==> src/rtl/led_pkg.sv <==
// Shared mode encodings and small helpers for the LED mode controller.
package led_pkg;

    typedef enum logic [1:0] {
        MODE_OFF        = 2'd0,
        MODE_ON         = 2'd1,
        MODE_BLINK_SLOW = 2'd2,
        MODE_BLINK_FAST = 2'd3
    } mode_t;

    function automatic mode_t next_mode(input mode_t cur);
        case (cur)
            MODE_OFF:        return MODE_ON;
            MODE_ON:         return MODE_BLINK_SLOW;
            MODE_BLINK_SLOW: return MODE_BLINK_FAST;
            default:         return MODE_OFF;
        endcase
    endfunction

    // Counter width for a count range 0..n-1, never narrower than one bit.
    function automatic int unsigned cnt_w(input int unsigned n);
        return (n > 1) ? $clog2(n) : 1;
    endfunction

endpackage

==> src/rtl/led_mode_ctrl_btn_debounce.sv <==
// Two-flop synchronizer plus consecutive-cycle debouncer for one raw button.
module btn_debounce
    import led_pkg::*;
#(
    parameter int unsigned DEBOUNCE_CYCLES = 1_000_000
) (
    input  logic clk,
    input  logic rst,
    input  logic btn,
    output logic level,
    output logic rise,
    output logic fall
);

    localparam int unsigned     CW       = cnt_w(DEBOUNCE_CYCLES);
    localparam logic [CW-1:0]   CNT_LAST = CW'(DEBOUNCE_CYCLES - 1);

    logic          sync1;
    logic          sync2;
    logic [CW-1:0] cnt;

    always_ff @(posedge clk or posedge rst) begin
        if (rst) begin
            sync1 <= 1'b0;
            sync2 <= 1'b0;
        end else begin
            sync1 <= btn;
            sync2 <= sync1;
        end
    end

    // The count tracks consecutive disagreeing cycles; it can never pass CNT_LAST.
    always_ff @(posedge clk or posedge rst) begin
        if (rst) begin
            cnt   <= '0;
            level <= 1'b0;
            rise  <= 1'b0;
            fall  <= 1'b0;
        end else begin
            rise <= 1'b0;
            fall <= 1'b0;
            if (sync2 == level) begin
                cnt <= '0;
            end else if (cnt >= CNT_LAST) begin
                cnt   <= '0;
                level <= sync2;
                rise  <= sync2;
                fall  <= ~sync2;
            end else begin
                cnt <= cnt + 1'b1;
            end
        end
    end

endmodule

==> src/rtl/led_mode_ctrl.sv <==
// Button-driven LED mode controller: OFF -> ON -> BLINK_SLOW -> BLINK_FAST -> OFF.
// Define LED_MODE_LONG_PRESS_EN to advance on release and force OFF on a long hold.
module led_mode_ctrl
    import led_pkg::*;
#(
    parameter int unsigned DEBOUNCE_CYCLES = 1_000_000,
    parameter int unsigned BLINK_SLOW_HALF = 50_000_000,
    parameter int unsigned BLINK_FAST_HALF = 12_500_000,
    parameter int unsigned LONG_CYCLES     = 200_000_000
) (
    input  logic       clk_100Mhz,
    input  logic       rst,
    input  logic       btn,
    output logic       led,
    output logic [1:0] mode,
    output logic       press_pulse,
    output logic       long_pulse
);

    localparam int unsigned BLINK_MAX = (BLINK_SLOW_HALF > BLINK_FAST_HALF) ?
                                        BLINK_SLOW_HALF : BLINK_FAST_HALF;
    localparam int unsigned   BW        = cnt_w(BLINK_MAX);
    localparam logic [BW-1:0] SLOW_LAST = BW'(BLINK_SLOW_HALF - 1);
    localparam logic [BW-1:0] FAST_LAST = BW'(BLINK_FAST_HALF - 1);

    logic          deb_level;
    logic          deb_fall;
    logic          press_event;
    logic          force_off;
    mode_t         state;
    logic [BW-1:0] blink_cnt;
    logic [BW-1:0] half_last;

    btn_debounce #(
        .DEBOUNCE_CYCLES (DEBOUNCE_CYCLES)
    ) u_debounce (
        .clk   (clk_100Mhz),
        .rst   (rst),
        .btn   (btn),
        .level (deb_level),
        .rise  (press_pulse),
        .fall  (deb_fall)
    );

`ifdef LED_MODE_LONG_PRESS_EN
    localparam int unsigned   LW        = cnt_w(LONG_CYCLES);
    localparam logic [LW-1:0] LONG_LAST = LW'(LONG_CYCLES - 1);

    logic [LW-1:0] long_cnt;
    logic          long_seen;

    // long_seen survives into the cycle after release so that release is swallowed.
    always_ff @(posedge clk_100Mhz or posedge rst) begin
        if (rst) begin
            long_cnt   <= '0;
            long_seen  <= 1'b0;
            long_pulse <= 1'b0;
        end else begin
            long_pulse <= 1'b0;
            if (!deb_level) begin
                long_cnt  <= '0;
                long_seen <= 1'b0;
            end else if (long_cnt < LONG_LAST) begin
                long_cnt <= long_cnt + 1'b1;
            end else if (!long_seen) begin
                long_pulse <= 1'b1;
                long_seen  <= 1'b1;
            end
        end
    end

    assign press_event = deb_fall && !long_seen;
    assign force_off   = long_pulse;
`else
    assign long_pulse  = 1'b0;
    assign press_event = press_pulse;
    assign force_off   = 1'b0;
`endif

    assign half_last = (state == MODE_BLINK_SLOW) ? SLOW_LAST : FAST_LAST;

    // Any mode change restarts the blink phase, so no half-period carries over.
    always_ff @(posedge clk_100Mhz or posedge rst) begin
        if (rst) begin
            state     <= MODE_OFF;
            led       <= 1'b0;
            blink_cnt <= '0;
        end else if (force_off) begin
            state     <= MODE_OFF;
            led       <= 1'b0;
            blink_cnt <= '0;
        end else if (press_event) begin
            state     <= next_mode(state);
            led       <= (next_mode(state) != MODE_OFF);
            blink_cnt <= '0;
        end else begin
            case (state)
                MODE_OFF: begin
                    led       <= 1'b0;
                    blink_cnt <= '0;
                end
                MODE_ON: begin
                    led       <= 1'b1;
                    blink_cnt <= '0;
                end
                default: begin
                    if (blink_cnt >= half_last) begin
                        led       <= ~led;
                        blink_cnt <= '0;
                    end else begin
                        blink_cnt <= blink_cnt + 1'b1;
                    end
                end
            endcase
        end
    end

    assign mode = state;

endmodule

==> config.mk <==
export PLATFORM = sky130hd
export DESIGN_NAME = led_mode_ctrl
export DESIGN_NICKNAME = d
export VERILOG_FILES = /design/src/rtl/led_pkg.sv /design/src/rtl/led_mode_ctrl_btn_debounce.sv /design/src/rtl/led_mode_ctrl.sv
export SDC_FILE = /design/constraint.sdc
export NUM_CORES = 1
export LEC_CHECK = 0
export BUFFER_PORTS_ARGS = -buffer_cell sky130_fd_sc_hd__buf_2
export CORE_MARGIN = 2
export CORE_UTILIZATION = 60
export CTS_CLUSTER_SIZE = 20
export DETAILED_ROUTE_END_ITERATION = 6
export PLACE_DENSITY = 0.77
export SYNTH_ARGS = -nofsm -noshare
export SYNTH_HDL_FRONTEND = slang
export SYNTH_HIERARCHICAL = 1
export SYNTH_SLANG_ARGS = --single-unit
==> constraint.sdc <==
create_clock -name clk_100Mhz -period 2.9 [get_ports clk_100Mhz]
set_input_delay 0.435 -clock clk_100Mhz [delete_from_list [all_inputs] [get_ports clk_100Mhz]]
set_output_delay 0.435 -clock clk_100Mhz [all_outputs]
set_load 0.1 [all_outputs]
After elaboration in Yosys (flattened, before gate mapping). Index checks and enable logic that the tools add are counted.

Output and inout port bits: 5. Register bits after elaboration: 53. Word-level logic and storage cells: 35. Input bits: 3.

Add/sub/neg operators: 2. Bitwise gates (word level): 2. $lt $le $gt $ge: 2. Multiplexer cells: 13. Reductions and logical operators: 5. Equal/unequal tests: 3.

Operator list (number): 26-bit 2-to-1 mux (4); 20-bit 2-to-1 mux (2); 26-bit by 1-bit adder with 26-bit output, second input constant (1); 26-bit >= comparator (1); 20-bit by 1-bit adder with 20-bit output, second input constant (1); 20-bit >= comparator, second input constant (1); 2-bit one-hot mux with 3 select lines (1); 1-bit 2-to-1 mux (4); 4-bit nonzero test (1); 2-bit by 1-bit == test with 1-bit output, second input constant (1); 2-bit == test, second input constant (1); 2-bit logical NOT (1); 2-bit 2-to-1 mux (1); 1-bit inverter (2); 1-bit one-hot mux with 2 select lines (1); 2-bit AND reduction (1); 2-bit nonzero test (1); 2-bit OR reduction (1); 1-bit == test (1).

Logic depth before layout (Yosys ltp).
Depth after elaboration: 6. Gate-level depth with buffers: 10. Depth with buffers taken out: 9.

Modules after synthesis. The synthesis kept the hierarchy.

Modules (own cells, without submodules): led_mode_ctrl (cells each 175, instances 1, area an instance 1745.4 um^2, sequential area each 725.7 um^2); btn_debounce (cells each 127, instances 1, area an instance 1333.8 um^2, sequential area each 625.6 um^2).

Worst setup path after synthesis. OpenSTA, ideal clock, no wires.

Path type: reg-to-reg. Start: register state[1] (netlist: mode[1]). End: register blink_cnt[10]. Library setup time: 134 ps. Data arrival time: 2939 ps. Path buffers: 1. Data required time: 2766 ps. Clock period less this slack: 3074 ps. Stages on the path, launching flop included: 9. Path slack: -174 ps. Path through: dfrtp_1 -> ha_1 -> inv_1 -> ha_1 -> nand4b_1 -> nor3_1 -> a21boi_2 -> buf_2 -> nor3_1.

Word-level cells in the longest chain between the ends: 6. Elaborated cells between the ends (all ways): 9. Those cells by class: order compare: 1; eq/ne: 2; mux: 4; reduce/logical: 2.

Ends and longest elaborated chain: from (decl) (RTL line led_mode_ctrl.sv:30) `mode_t state;`; from (signal assigned) (RTL line led_mode_ctrl.sv:93) `state <= next_mode(state);`; 2-bit == test (RTL line led_mode_ctrl.sv:80) `assign half_last = (state == MODE_BLINK_SLOW) ? SLOW_LAST : FAST_LAST;`; 26-bit 2-to-1 mux (RTL line led_mode_ctrl.sv:80); 26-bit >= comparator (RTL line led_mode_ctrl.sv:107) `if (blink_cnt >= half_last) begin`; 26-bit 2-to-1 mux (RTL line led_mode_ctrl.sv:107); 26-bit 2-to-1 mux (*) (RTL line led_mode_ctrl.sv:97) `case (state)`; 26-bit 2-to-1 mux (*) (RTL line led_mode_ctrl.sv:92) `end else if (press_event) begin`; to (signal assigned) (RTL line led_mode_ctrl.sv:111) `blink_cnt <= blink_cnt + 1'b1;`; to (decl) (RTL line led_mode_ctrl.sv:31) `logic [BW-1:0] blink_cnt;`.

Every way passes the cells marked *; elsewhere a longest branch is shown, timed or not. A chain may end at the register's enable or synchronous reset.

Worst setup path in the final report.
Start: register state[0] (netlist: mode[0]). End: register led.

Word-level cells in the longest chain between the ends: 5. Elaborated cells between the ends (all ways): 11. Those cells by class: order compare: 1; eq/ne: 2; mux: 5; reduce/logical: 3.

Ends and longest elaborated chain: branches (longest 5 deep; another with 26-bit >= comparator); to (signal assigned) (RTL line led_mode_ctrl.sv:94) `led <= (next_mode(state) != MODE_OFF);`; to (signal assigned) (RTL line led_mode_ctrl.sv:108) `led <= ~led;`; to (decl) (RTL line led_mode_ctrl.sv:14) `output logic led,`.

Parallel ways; which one is timed is not known. The select of a mux whose other input is x is not followed.

==> results.py <==
metrics = {
    "status": {
        "status": "complete, no violations",
    },
    "power": {
        "leakage_uw": 0.00127,
        "irDropWorstVdd_v": 0.000254,
        "powerDensity_nw_per_um2": 392,
    },
    "sta": {
        "final_max_slew_viol_count": 0,
        "hold_violations": 0,
        "fmax_mhz": 370,
        "post-route-period-util": 0.932,
        "slew_headroom": 0.390,
        "finalClockSkew_ns": 0.00567,
        "fin_tns_setup_ns": 0,
        "rsz0062_at_grt": "false",
        "setup_viol": 0,
        "timing.final.crit_period_ns": 2.70,
        "worstMarginPinSlew_ns": 0.909,
    },
    "global_route": {
        "grt_pass1_vias": 2076,
        "track_usage": 0.231,
        "antenna_found_initial": 0,
        "grt-ovfl-total": 0,
        "grt_pass1_wl_mm": 9.90,
        "grt_max_degree": 25,
    },
    "clock_tree": {
        "clock_sinks": 53,
        "cts_buffers": 5,
        "cts.clk_slew.worst_paths_ns": 0.09,
        "cts.path.max_buffers": 2,
        "clock_latency_ns": 0.30,
        "ctsHoldBuffers": 0,
        "root_buffer": "clkbuf_8",
        "h-tree-depth": 2,
        "cts_resized": 0,
        "cts_setup_buffers": 0,
        "cts_tree": "built",
    },
    "cells_and_area": {
        "syn2layout_area_growth_pct": 7.27,
        "num_antenna_cells": 0,
        "postLayoutCellArea_sq_um": 3270,
        "drive_above_1_share": 0.141,
        "finalNetCount": 320,
        "utilization": 0.678,
    },
    "floorplan": {
        "core_area_sq_um": 4820,
        "pin_count": 8,
        "rows": 25,
        "die-area_sq_um": 5660,
        "start_util": 0.632,
        "die_w_microns": 75.2,
        "die_h_microns": 75.2,
    },
    "setup_path": {
        "end_kind": "register",
        "regToRegStartpoint": "mode[0]",
        "cp_slowest_cell": "o31ai_4",
        "reg2reg_to": "led",
        "crit_fanout": 10,
        "required_ns": 3.12,
        "crit_type": "register to register",
        "reg2reg_slack_ns": 0.20,
        "critPathTopFamily": "compound AO/OA/AOI/OAI gates",
        "worstPathCellList": "inv_1, ha_1, inv_1, ha_1, nand4b_1, o31ai_4, mux2_4, a311oi_2",
        "max_stage_delay_ns": 0.45,
        "crit_buf_inv": 2,
        "startpoint_type": "register",
        "cp.arrival_ns": 2.92,
        "rr_worst_depth": 8,
    },
    "synth": {
        "synth_fp_nets": 315,
        "ys.warnings.count": 6,
        "avgSynthCellArea_sq_um": 10.1,
        "netlist_area_sq_um": 3040,
        "synthCells": 300,
    },
    "route": {
        "ant_nets": 0,
        "wire_per_inst_microns": 15.6,
        "drc": 0,
        "vias": 2257,
        "via_per_inst": 6.07,
        "drtIter0Drc": 109,
        "drt-total-wl_mm": 5.81,
        "firstDrtPassIters": 4,
    },
    "placed_design": {
        "dp_hpwl_mm": 4.06,
        "gp_congestion": 0.884,
        "port_buffers": 6,
        "placed_cell_area_sq_um": 3150,
    },
    "job": {
        "cap_violations": 0,
    },
    "worst_hold_path": {
        "hold_path.class": "input port to asynchronous set/reset pin",
    },
}
## sequential cells by signal, indices dropped and copies added (netlist names)
| signal | flops |
|---|---|
| led | 1 |
| u_debounce/rise | 1 |
| blink_cnt | 26 |
| u_debounce/cnt | 20 |
| u_debounce/sync1 | 1 |
| u_debounce/level | 1 |
| mode | 2 |
| u_debounce/sync2 | 1 |
## report_power, final
| part | internal, uW | leakage (uW) | switching (uW) |
|---|---|---|---|
| Clock | 256 | 0.0000546 | 240 |
| Sequential | 743 | 0.000730 | 5.39 |
| Combinational | 7.94 | 0.000490 | 29.0 |
## through the flow
stage,setup WS [ns],total power [uW],hold slack (ns),std cells
6_report,0.198,1280,0.185,372
5_1_grt,0.00216,1330,0.210,372
3_3_place_gp,0.305,800,0.332,365
2_1_floorplan,0.153,791,0.331,300
3_5_place_dp,0.225,802,0.345,365
4_1_cts,0.159,1300,0.198,372
## worst reg2reg max path, cell delays in order, from the launching register on
cell and delay, ns:
dfrtp_2 0.44, inv_1 0.12, ha_1 0.28, inv_1 0.16, ha_1 0.37, nand4b_1 0.22
o31ai_4 0.45, mux2_4 0.35, a311oi_2 0.22
## how the worst max path moves through the flow
stage                 start            end  slack [ns]  cells past startpoint
floorplan           mode[1]  blink_cnt[10]        0.15                      8
global placement    mode[0]            led        0.30                      8
detailed placement  mode[0]            led        0.23                      8
CTS                 mode[0]  blink_cnt[14]        0.16                      9
global route        mode[0]            led       0.002                      8
finish              mode[0]            led        0.20                      8
## routing by layer
layer,part of all wire,track usage,up-vias
li1,-,-,1120
met1,0.45,0.313,1101
met2,0.50,0.378,27
met3,0.025,0.0402,9
met4,0.015,0.0760,0
met5,0,0,-
## placed cells by master, fill, tap and decap left out, drive strengths merged, types with 2 or more instances in the layout
master,n
a211oi,14
a21o,4
a21oi,2
a221oi,6
a311oi,2
and3,4
and4,4
buf,13
clkbuf,5
dfrtp,53
ha,12
inv,12
mux2,2
nand2,18
nand3,22
nand4,11
nor2,6
nor3,32
nor3b,2
nor4,4
o211ai,2
o21ai,11
or3,7
or4,4
xnor2,17
xor2,20
## cell type report
type,count,area [sq um]
clock inverters,2,38.8
well taps,67,83.8
clock buffers,5,68.8
fillers,427,1550
inverters,11,41.3
repair buffers,13,82.6
multi-input cells,221,1620
flip-flops and latches,53,1330
No activity file was read; power rests on OpenSTA's default activity.
